===== config.mk =====
export PLATFORM = sky130hd
export DESIGN_NAME = alu_nibble_sequencer
export DESIGN_NICKNAME = d
export VERILOG_FILES = /design/src/rtl/alu_pkg.sv /design/src/rtl/alu4bit.sv /design/src/rtl/alu_nibble_sequencer.sv
export SDC_FILE = /design/constraint.sdc
export NUM_CORES = 1
export LEC_CHECK = 0
export BUFFER_PORTS_ARGS = -buffer_cell sky130_fd_sc_hd__buf_2
export CAP_MARGIN = 0
export CORE_MARGIN = 8
export CORE_UTILIZATION = 58
export DETAILED_ROUTE_END_ITERATION = 12
export HOLD_SLACK_MARGIN = 0.12
export PLACE_DENSITY = 0.81
export SYNTH_ARGS = -nofsm -noshare
export SYNTH_HDL_FRONTEND = slang
export SYNTH_HIERARCHICAL = 1
export SYNTH_SLANG_ARGS = --single-unit

===== constraint.sdc =====
create_clock -name clk -period 6 [get_ports clk]
set_clock_uncertainty 0.15 [all_clocks]
set_input_delay 0.3 -clock clk [delete_from_list [all_inputs] [get_ports clk]]
set_output_delay 0.3 -clock clk [all_outputs]
set_load 0.01 [all_outputs]

===== src/rtl/alu_pkg.sv =====
// rtl/alu_pkg.sv - op codes, sequencer states and slice width shared by alu_nibble_sequencer
package alu_pkg;

  localparam int NIBBLE_W = 4;

  localparam logic [2:0] OP_AND = 3'b000;
  localparam logic [2:0] OP_OR  = 3'b001;
  localparam logic [2:0] OP_ADD = 3'b010;
  localparam logic [2:0] OP_SUB = 3'b110;
  localparam logic [2:0] OP_SLT = 3'b111;

  typedef enum logic [1:0] {
    SEQ_IDLE   = 2'd0,
    SEQ_RUN    = 2'd1,
    SEQ_SLTFIX = 2'd2,
    SEQ_DONE   = 2'd3
  } seq_state_e;

  function automatic logic is_legal_op(input logic [2:0] op);
    return (op == OP_AND) || (op == OP_OR) || (op == OP_ADD) ||
           (op == OP_SUB) || (op == OP_SLT);
  endfunction

endpackage


===== src/rtl/alu4bit.sv =====
// rtl/alu4bit.sv - ALU4Bit: 4-bit AND/OR/ADD/LESS slice with b-invert, carry chain and signed set
module ALU4Bit (
  input  logic [3:0] i_a,
  input  logic [3:0] i_b,
  input  logic [2:0] i_op,
  input  logic       i_cin,
  input  logic       i_less,
  output logic [3:0] o_result,
  output logic       o_cout,
  output logic       o_overflow,
  output logic       o_set
);

  logic [3:0] w_b;
  logic [4:0] w_sum;
  logic       w_c3;

  assign w_b   = i_op[2] ? ~i_b : i_b;
  assign w_sum = {1'b0, i_a} + {1'b0, w_b} + {4'b0000, i_cin};
  assign w_c3  = i_a[3] ^ w_b[3] ^ w_sum[3];

  assign o_cout     = w_sum[4];
  assign o_overflow = w_c3 ^ w_sum[4];
  // set is overflow-corrected so SLT is a true signed compare
  assign o_set      = w_sum[3] ^ o_overflow;

  always_comb begin
    o_result = 4'b0000;
    case (i_op[1:0])
      2'b00:   o_result = i_a & w_b;
      2'b01:   o_result = i_a | w_b;
      2'b10:   o_result = w_sum[3:0];
      default: o_result = {3'b000, i_less};
    endcase
  end

endmodule


===== src/rtl/alu_nibble_sequencer.sv =====
// rtl/alu_nibble_sequencer.sv - runs W-bit ALU ops through one ALU4Bit slice, one nibble per clock
// Optional macro ALU_SEQ_ILLEGAL_OP_EN adds out_illegal and short-circuits unlisted op codes.
module alu_nibble_sequencer
  import alu_pkg::*;
#(
  parameter int NIBBLES = 4
) (
  input  logic                      clk,
  input  logic                      rst_n,
  input  logic                      in_valid,
  output logic                      in_ready,
  input  logic [NIBBLE_W*NIBBLES-1:0] in_a,
  input  logic [NIBBLE_W*NIBBLES-1:0] in_b,
  input  logic [2:0]                in_op,
  output logic                      out_valid,
  input  logic                      out_ready,
  output logic [NIBBLE_W*NIBBLES-1:0] out_result,
  output logic                      out_cout,
  output logic                      out_overflow,
  output logic                      out_zero,
  output logic                      busy
`ifdef ALU_SEQ_ILLEGAL_OP_EN
  ,
  output logic                      out_illegal
`endif
);

  localparam int W  = NIBBLE_W * NIBBLES;
  localparam int KW = (NIBBLES > 1) ? $clog2(NIBBLES) : 1;

  localparam logic [1:0] S_IDLE   = SEQ_IDLE;
  localparam logic [1:0] S_RUN    = SEQ_RUN;
  localparam logic [1:0] S_SLTFIX = SEQ_SLTFIX;
  localparam logic [1:0] S_DONE   = SEQ_DONE;

  logic [1:0]    r_state;
  logic [KW-1:0] r_k;
  logic [W-1:0]  r_a;
  logic [W-1:0]  r_b;
  logic [2:0]    r_op;
  logic          r_carry;
  logic          r_set;
  logic          r_cout_last;
  logic [W-1:0]  r_res;
  logic [W-1:0]  r_out_result;
  logic          r_out_cout;
  logic          r_out_ovf;
  logic          r_out_zero;
`ifdef ALU_SEQ_ILLEGAL_OP_EN
  logic          r_out_illegal;
`endif

  logic [KW-1:0] w_idx;
  logic [KW+1:0] w_base;
  logic          w_last;
  logic          w_cin;
  logic          w_less;
  logic [3:0]    w_sres;
  logic          w_cout;
  logic          w_ovf;
  logic          w_set;
  logic [W-1:0]  w_res_next;
  logic          w_addsub;

  // SLTFIX revisits nibble 0 regardless of where the index ended up
  assign w_idx    = (r_state == S_SLTFIX) ? '0 : r_k;
  assign w_base   = {w_idx, 2'b00};
  assign w_last   = (r_k == KW'(NIBBLES - 1));
  assign w_cin    = (r_state == S_SLTFIX) ? 1'b1 : ((r_k == '0) ? r_op[2] : r_carry);
  assign w_less   = (r_state == S_SLTFIX) & r_set;
  assign w_addsub = (r_op == OP_ADD) || (r_op == OP_SUB);

  ALU4Bit u_slice (
    .i_a        (r_a[w_base +: NIBBLE_W]),
    .i_b        (r_b[w_base +: NIBBLE_W]),
    .i_op       (r_op),
    .i_cin      (w_cin),
    .i_less     (w_less),
    .o_result   (w_sres),
    .o_cout     (w_cout),
    .o_overflow (w_ovf),
    .o_set      (w_set)
  );

  always_comb begin
    w_res_next = r_res;
    if (r_state == S_RUN || r_state == S_SLTFIX) begin
      w_res_next[w_base +: NIBBLE_W] = w_sres;
    end
  end

  always_ff @(posedge clk or negedge rst_n) begin
    if (!rst_n) begin
      r_state       <= S_IDLE;
      r_k           <= '0;
      r_a           <= '0;
      r_b           <= '0;
      r_op          <= '0;
      r_carry       <= 1'b0;
      r_set         <= 1'b0;
      r_cout_last   <= 1'b0;
      r_res         <= '0;
      r_out_result  <= '0;
      r_out_cout    <= 1'b0;
      r_out_ovf     <= 1'b0;
      r_out_zero    <= 1'b0;
`ifdef ALU_SEQ_ILLEGAL_OP_EN
      r_out_illegal <= 1'b0;
`endif
    end else begin
      case (r_state)
        S_IDLE: begin
          if (in_valid) begin
            r_a     <= in_a;
            r_b     <= in_b;
            r_op    <= in_op;
            r_k     <= '0;
            r_carry <= 1'b0;
            r_res   <= '0;
`ifdef ALU_SEQ_ILLEGAL_OP_EN
            if (!is_legal_op(in_op)) begin
              r_state       <= S_DONE;
              r_out_result  <= '0;
              r_out_cout    <= 1'b0;
              r_out_ovf     <= 1'b0;
              r_out_zero    <= 1'b1;
              r_out_illegal <= 1'b1;
            end else begin
              r_state <= S_RUN;
            end
`else
            r_state <= S_RUN;
`endif
          end
        end
        S_RUN: begin
          r_res   <= w_res_next;
          r_carry <= w_cout;
          r_k     <= r_k + 1'b1;
          if (w_last) begin
            r_set       <= w_set;
            r_cout_last <= w_cout;
            if (r_op == OP_SLT) begin
              r_state <= S_SLTFIX;
            end else begin
              r_state       <= S_DONE;
              r_out_result  <= w_res_next;
              r_out_cout    <= w_cout;
              r_out_ovf     <= w_ovf & w_addsub;
              r_out_zero    <= (w_res_next == '0);
`ifdef ALU_SEQ_ILLEGAL_OP_EN
              r_out_illegal <= 1'b0;
`endif
            end
          end
        end
        S_SLTFIX: begin
          r_res         <= w_res_next;
          r_state       <= S_DONE;
          r_out_result  <= w_res_next;
          r_out_cout    <= r_cout_last;
          r_out_ovf     <= 1'b0;
          r_out_zero    <= (w_res_next == '0);
`ifdef ALU_SEQ_ILLEGAL_OP_EN
          r_out_illegal <= 1'b0;
`endif
        end
        default: begin
          if (out_ready) begin
            r_state <= S_IDLE;
          end
        end
      endcase
    end
  end

  assign in_ready     = (r_state == S_IDLE);
  assign out_valid    = (r_state == S_DONE);
  assign busy         = (r_state != S_IDLE);
  assign out_result   = r_out_result;
  assign out_cout     = r_out_cout;
  assign out_overflow = r_out_ovf;
  assign out_zero     = r_out_zero;
`ifdef ALU_SEQ_ILLEGAL_OP_EN
  assign out_illegal  = r_out_illegal & out_valid;
`endif

endmodule


After elaboration in Yosys (flattened, before gate mapping)
Index checks and enable logic that the tools add are counted.
Widths: inputs -> output; s select.

cells by class
  add/subtract/negate cells = 4
  equal/unequal tests = 12
  shift operators = 4
  mux-type cells = 30
  bitwise logic cells = 9
  reduce and logical (&&, ||, !) cells = 18

operators by type and width
  operator                number
  $mux 16                 4
  $pmux 16 s2             2
  $shiftx 16x5->4         2
  $bwmux 16               1
  $logic_not 16->1        1
  $shift 4x6->16 const A  1
  $shiftx 4x6->16         1
  $pmux 4 s3              1
  $mux 1                  10
  $mux 2                  5
  $eq 2x2->1 const B      4
  $pmux 1 s2              4
  $reduce_and 2->1        4
  $reduce_bool 2->1       4
  $eq 3x3->1 const B      2
  $logic_not 2->1         3
  $ne 2x2->1 const B      3
  $neg 4->6               1
  $pmux 2 s3              1
  $reduce_and 3->1        2
  $add 4x4->5             1
  $add 5x1->5             1
  $and 4x4->4             1
  $eq 2x1->1 const B      2
  other kinds (11)        16

word-level totals
  bits in registers = 77
  output and inout port bits = 22
  word-level logic and storage cells = 90

Longest topological paths before layout
  depth after elaboration = 15
  depth in mapped cells = 20

Cells and area by module
Netlist, hierarchy kept.

modules (own cells, without submodules)
  module                times used  cells each  area an instance (µm²)  sequential area each (µm²)
  alu_nibble_sequencer  1           363         3895.0                  1926.8
  ALU4Bit               1           51          400.4                   0.0

Worst setup path before layout
Ideal clock, no wire load.

  path type = register -> register
  from = reg r_state[0]
  to = reg r_out_zero, in the netlist out_zero
  setup time = 95 ps
  arrival time = 3689 ps
  path slack = 2066 ps
  cell stages (with the launch flop) = 19
  period minus slack after synthesis = 3934 ps
  cells stage by stage = dfrtp_1 inv_1 ha_1 buf_6 nand2b_1 buf_2 buf_1 a31oi_1 xor2_1 inv_1 fa_1 inv_1 fa_1 nand2_1 o21ai_0 or3_1 a31oi_1 o311ai_1 o31ai_1

between the ends
  word-level cells in the longest chain between the ends = 15
  elaborated cells on any way between the ends = 28

ends and longest elaborated chain
  element                   RTL line                                                  text
  start: declaration        alu_nibble_sequencer.sv:36                                logic [1:0] r_state;
  start signal: assignment  alu_nibble_sequencer.sv:94                                r_state <= S_IDLE;
  start signal: assignment  alu_nibble_sequencer.sv:132                               r_state <= S_RUN;
  start signal: assignment  alu_nibble_sequencer.sv:144                               r_state <= S_SLTFIX;
  $eq 2x2->1 (*)            alu_nibble_sequencer.sv:66, alu_nibble_sequencer.sv:69
  $mux 2                    alu_nibble_sequencer.sv:66                                assign w_idx = (r_state == S_SLTFIX) ? '0 : r_k;
  $shiftx 16x5->4           alu_nibble_sequencer.sv:75                                .i_b (r_b[w_base +: NIBBLE_W]),
  $not 4->4                 alu4bit.sv:18                                             assign w_b = i_op[2] ? ~i_b : i_b;
  $mux 4                    alu4bit.sv:18
  $add 4x4->5               alu4bit.sv:19                                             assign w_sum = {1'b0, i_a} + {1'b0, w_b} + {4'b0000, i_cin};
  $add 5x1->5               alu4bit.sv:19
  $pmux 4 s3 (*)            alu4bit.sv:29                                             case (i_op[1:0])
  via w_sres[1]             alu_nibble_sequencer.sv:58                                logic [3:0] w_sres;
  $shiftx 4x6->16 (*)       alu_nibble_sequencer.sv:88                                w_res_next[w_base +: NIBBLE_W] = w_sres;
  $bwmux 16 (*)             alu_nibble_sequencer.sv:88
  $mux 16 (*)               alu_nibble_sequencer.sv:87                                if (r_state == S_RUN || r_state == S_SLTFIX) begin
  $logic_not 16->1 (*)      alu_nibble_sequencer.sv:150, alu_nibble_sequencer.sv:163
  $mux 1                    alu_nibble_sequencer.sv:143                               if (r_op == OP_SLT) begin
  $mux 1                    alu_nibble_sequencer.sv:140                               if (w_last) begin
  $pmux 1 s2 (*)            alu_nibble_sequencer.sv:111                               case (r_state)
  end signal: assignment    alu_nibble_sequencer.sv:150                               r_out_zero <= (w_res_next == '0);
  end signal: assignment    alu_nibble_sequencer.sv:163                               r_out_zero <= (w_res_next == '0);
  end: declaration          alu_nibble_sequencer.sv:48                                logic r_out_zero;

The timed path passes the listed nets; every way through them passes the cells marked *. The select of a mux whose other input is x is not followed.
A chain may end at the register's enable or synchronous reset.

Worst setup path after layout
Ends and elaborated chain as after synthesis.

==> results.py <==
metrics = {
    "timing": {
        "clock.fmax_ghz": 0.213,
        "timing.final.setup_violations": 0,
        "worst_max_slew_pin_slew_ps": 968,
        "final-max-slew-violation-count": 0,
        "slew_headroom_pct": 35.5,
        "fin_tns_setup_ps": 0,
        "grt_setup_unrepaired": "no",
        "finalHoldViolCount": 0,
        "period_minus_slack_ps": 4690,
        "post-route-period-util_pct": 78.2,
    },
    "routing": {
        "drc": 0,
        "drt_first_iter_violations": 176,
        "post_drt_wl_per_cell_um": 17.2,
        "post_drt_via_cell_ratio": 5.89,
        "drt_pass1_iterations": 5,
        "route.final.wire_length_um": 10400,
        "route.antenna.remaining_nets": 0,
        "route.vias.total": 3566,
    },
    "setup_path": {
        "path_buf_inv": 3,
        "worst_path_largest_cell_delay_ps": 710,
        "reg2reg_depth": 16,
        "cp_top_family": "simple AND/OR/NAND/NOR gates",
        "critical-path-top-cell-by-count": "inv_1",
        "crit_path_top_delay_cell": "nand2b_1",
        "worstPathRequired_ps": 6100,
        "rr_startpoint": "r_state[0]",
        "critPathLaunchType": "register",
        "rrSetupSlack_ps": 1310,
        "critical_path.endpoint_type": "register",
        "critical_path.max_fanout": 20,
        "path_class": "reg2reg",
        "regToRegEndpoint": "out_zero",
        "path_cells": "inv_1 -> ha_1 -> nand2b_1 -> a211oi_1 -> a31oi_1 -> xor2_1 -> inv_1 -> fa_1 -> inv_1 -> fa_1 -> nand2_1 -> o21ai_0 -> or3_1 -> a31oi_1 -> o311ai_1 -> o31ai_1",
        "timing.critical_path.arrival_ps": 4790,
    },
    "logic_synthesis": {
        "postSynthCellCount": 414,
        "syn_area_sq_mm": 0.00430,
        "synth_top_flop_cell": "dfrtp_1",
        "synth_cell_type_count": 55,
        "synth_warn": 6,
        "synthArstFlopShare_pct": 100,
        "post_synth.cell_area_avg_sq_um": 10.4,
        "synth_enable_flop_cells": 0,
        "syn_nets": 473,
        "synth-seq-area-share_pct": 44.9,
        "postSynthRegisterBits": 77,
    },
    "placed_design": {
        "numPortBuffers": 60,
        "gp_routability_congestion": 0.893,
        "hpwlAfterDp_um": 6830,
    },
    "pwr": {
        "part_of_the_power_in_registers_pct": 28.1,
        "share_comb_of_total_power_pct": 58.3,
        "ir_worst_vdd_mv": 0.379,
        "power.internal_mw": 1.75,
        "finalPower_mw": 3.21,
        "pwr-share-clk_pct": 13.6,
        "cellLeakagePower_nw": 2.43,
        "power.net_switching_mw": 1.46,
        "pwr_density_cell_mw_per_mm2": 613,
        "sw_frac_of_total_pct": 45.5,
    },
    "hold_path": {
        "hold_end": "r_state[1]",
        "hold-path-cell-count": 3,
        "timing.hold.worst.class": "in2reg",
        "hold_path_startpoint": "out_ready",
    },
    "global_route": {
        "grt.overflow.total": 0,
        "grt_first_pass_wirelength_um": 17100,
        "grt.total_usage_pct": 20.7,
        "grt_start_max_net_pins": 78,
        "first_global_vias": 3605,
        "antenna_violations_before_repair": 0,
    },
    "clocking": {
        "cts-buffers-inserted": 9,
        "cts_max_level": 3,
        "clk-insertion-delay-late_ps": 340,
        "tritoncts": "built",
        "cts_buffer_depth": 2,
        "clock-root-buffer": "clkbuf_8",
        "post_cts.resized_instances": 0,
        "tritoncts_num_sinks": 77,
        "cts.reportedPaths.clkPinSlew_ps": 80,
    },
    "floorplanning": {
        "die_w_um": 102,
        "initial_core_util_pct": 59.5,
        "fp.dieArea_sq_mm": 0.0104,
        "rows": 31,
        "die_y_um": 102,
        "top_level_pins": 61,
        "coreArea_sq_mm": 0.00721,
    },
    "cells_and_area": {
        "area.growth.synth_to_final_pct": 21.9,
        "design.final.nets": 560,
        "diodes": 0,
        "drive_gt1_share_pct": 25.9,
    },
    "flow_run": {
        "maxCapViolations": 0,
    },
    "outcome": {
        "result_of_the_run": "completed",
    },
}
==> through the flow <==
step | util, % | hold WS, ps | cell area, sq um | worst slack, ps | instances
2_1_floorplan | - | -146 | 4300 | 2070 | 414
3_3_place_gp | 64.3 | 329 | 4640 | 1620 | 552
3_5_place_dp | 64.3 | 339 | 4640 | 1440 | 552
4_1_cts | 72.6 | 172 | 5240 | 1420 | 605
5_1_grt | 72.6 | 191 | 5240 | 1030 | 605
6_report | 72.6 | 179 | 5240 | 1310 | 605
==> cell usage in the layout, fill, tap and decap left out, types with 16 or more instances in the layout <==
| master | instances |
|---|---|
| mux2_2 | 39 |
| dlygate4sd3_1 | 37 |
| a21oi_1 | 17 |
| a22o_1 | 24 |
| inv_1 | 26 |
| buf_2 | 59 |
| nor2_1 | 21 |
| a31oi_1 | 16 |
| ha_1 | 18 |
| dfrtp_1 | 77 |
| nand2_1 | 40 |
==> power groups by stage <==
stage               combinational, mW  sequential, mW  clock [mW]
global route                     2.07           0.928       0.468
CTS                              1.85           0.898       0.447
finish                           1.87           0.901       0.438
global placement                 1.74           0.893           0
detailed placement               1.82           0.906           0
floorplan                        1.40           0.878           0
==> routing by layer <==
layer | up-vias | wire length (um) | share of wire, % | track usage, %
li1 | 1667 | - | - | -
met5 | - | 0 | 0 | 0
met1 | 1718 | 4150 | 40 | 23.8
met4 | 0 | 228 | 2.2 | 8.47
met2 | 152 | 5230 | 50 | 35.6
met3 | 29 | 802 | 7.7 | 5.72
==> layout make-up <==
cell class	instances	area (sq um)
fillers	524	1980
clock buffers	12	155
clock inverters	4	70.1
well taps	99	124
inverters	28	105
repair buffers	100	696
multi-input cells	285	2160
flip-flops and latches	77	1930
==> cells by family (layout without fill, tap and decap cells) <==
kind of cell	count (synthesis)	count (layout)	share of synthesized area, %
AOI/OAI and AO/OA	109	109	18.6
xor gates and xnor gates	6	6	1.22
adders and majority gates	20	20	6.18
buffers and inverters	52	144	4.98
DFF	77	77	44.9
muxes	43	43	11.4
and+or+nand+nor	107	107	12.7
==> worst register-to-register path: stages (launching register included) <==
cell      delay [ps]
dfrtp_1          430
inv_1            100
ha_1             340
nand2b_1         710
a211oi_1         110
a31oi_1          210
xor2_1           210
inv_1            100
fa_1             430
inv_1            100
fa_1             400
nand2_1           70
o21ai_0          270
or3_1            460
a31oi_1          170
o311ai_1         120
o31ai_1          230
==> timing repair <==
action                                  4_1_cts  5_1_grt
hold buffers                                 37        0
endpoints found under the setup margin        0        0
buffers inserted                              0        0
hold endpoints to repair                    113        0
==> worst max path at each step <==
stage          depth (start not counted)  slack (ps)        from       end
6_report                              16        1310  r_state[0]  out_zero
5_1_grt                               16        1030  r_state[0]  out_zero
4_1_cts                               16        1420  r_state[0]  out_zero
3_3_place_gp                          16        1620  r_state[0]  out_zero
2_1_floorplan                         18        2070  r_state[0]  out_zero
3_5_place_dp                          16        1440  r_state[0]  out_zero
==> synthesized netlist by cell type, drive strengths merged, types with 6 or more instances <==
cell type / count / area [sq um]
a22oi: 8 / 60.1
mux2: 39 / 439
and2: 11 / 68.8
a32o: 7 / 70.1
o21ai: 9 / 45.0
nor3: 6 / 35.0
buf: 8 / 48.8
a31oi: 16 / 100
ha: 18 / 225
nor2: 21 / 78.8
inv: 28 / 105
nand3: 8 / 52.6
clkbuf: 16 / 60.1
nand2: 41 / 156
a21oi: 18 / 93.8
dfrtp: 77 / 1930
a22o: 24 / 210
a211oi: 11 / 82.6
==> flip-flops by register name (all words and copies together) (netlist names) <==
register / flops
out_result: 16
r_a: 16
r_b: 16
r_res: 16
r_op: 3
r_k: 2
r_state: 2
out_cout: 1
out_overflow: 1
out_zero: 1
r_carry: 1
r_cout_last: 1
r_set: 1
Note: power is estimated with default switching activity, not from simulation.
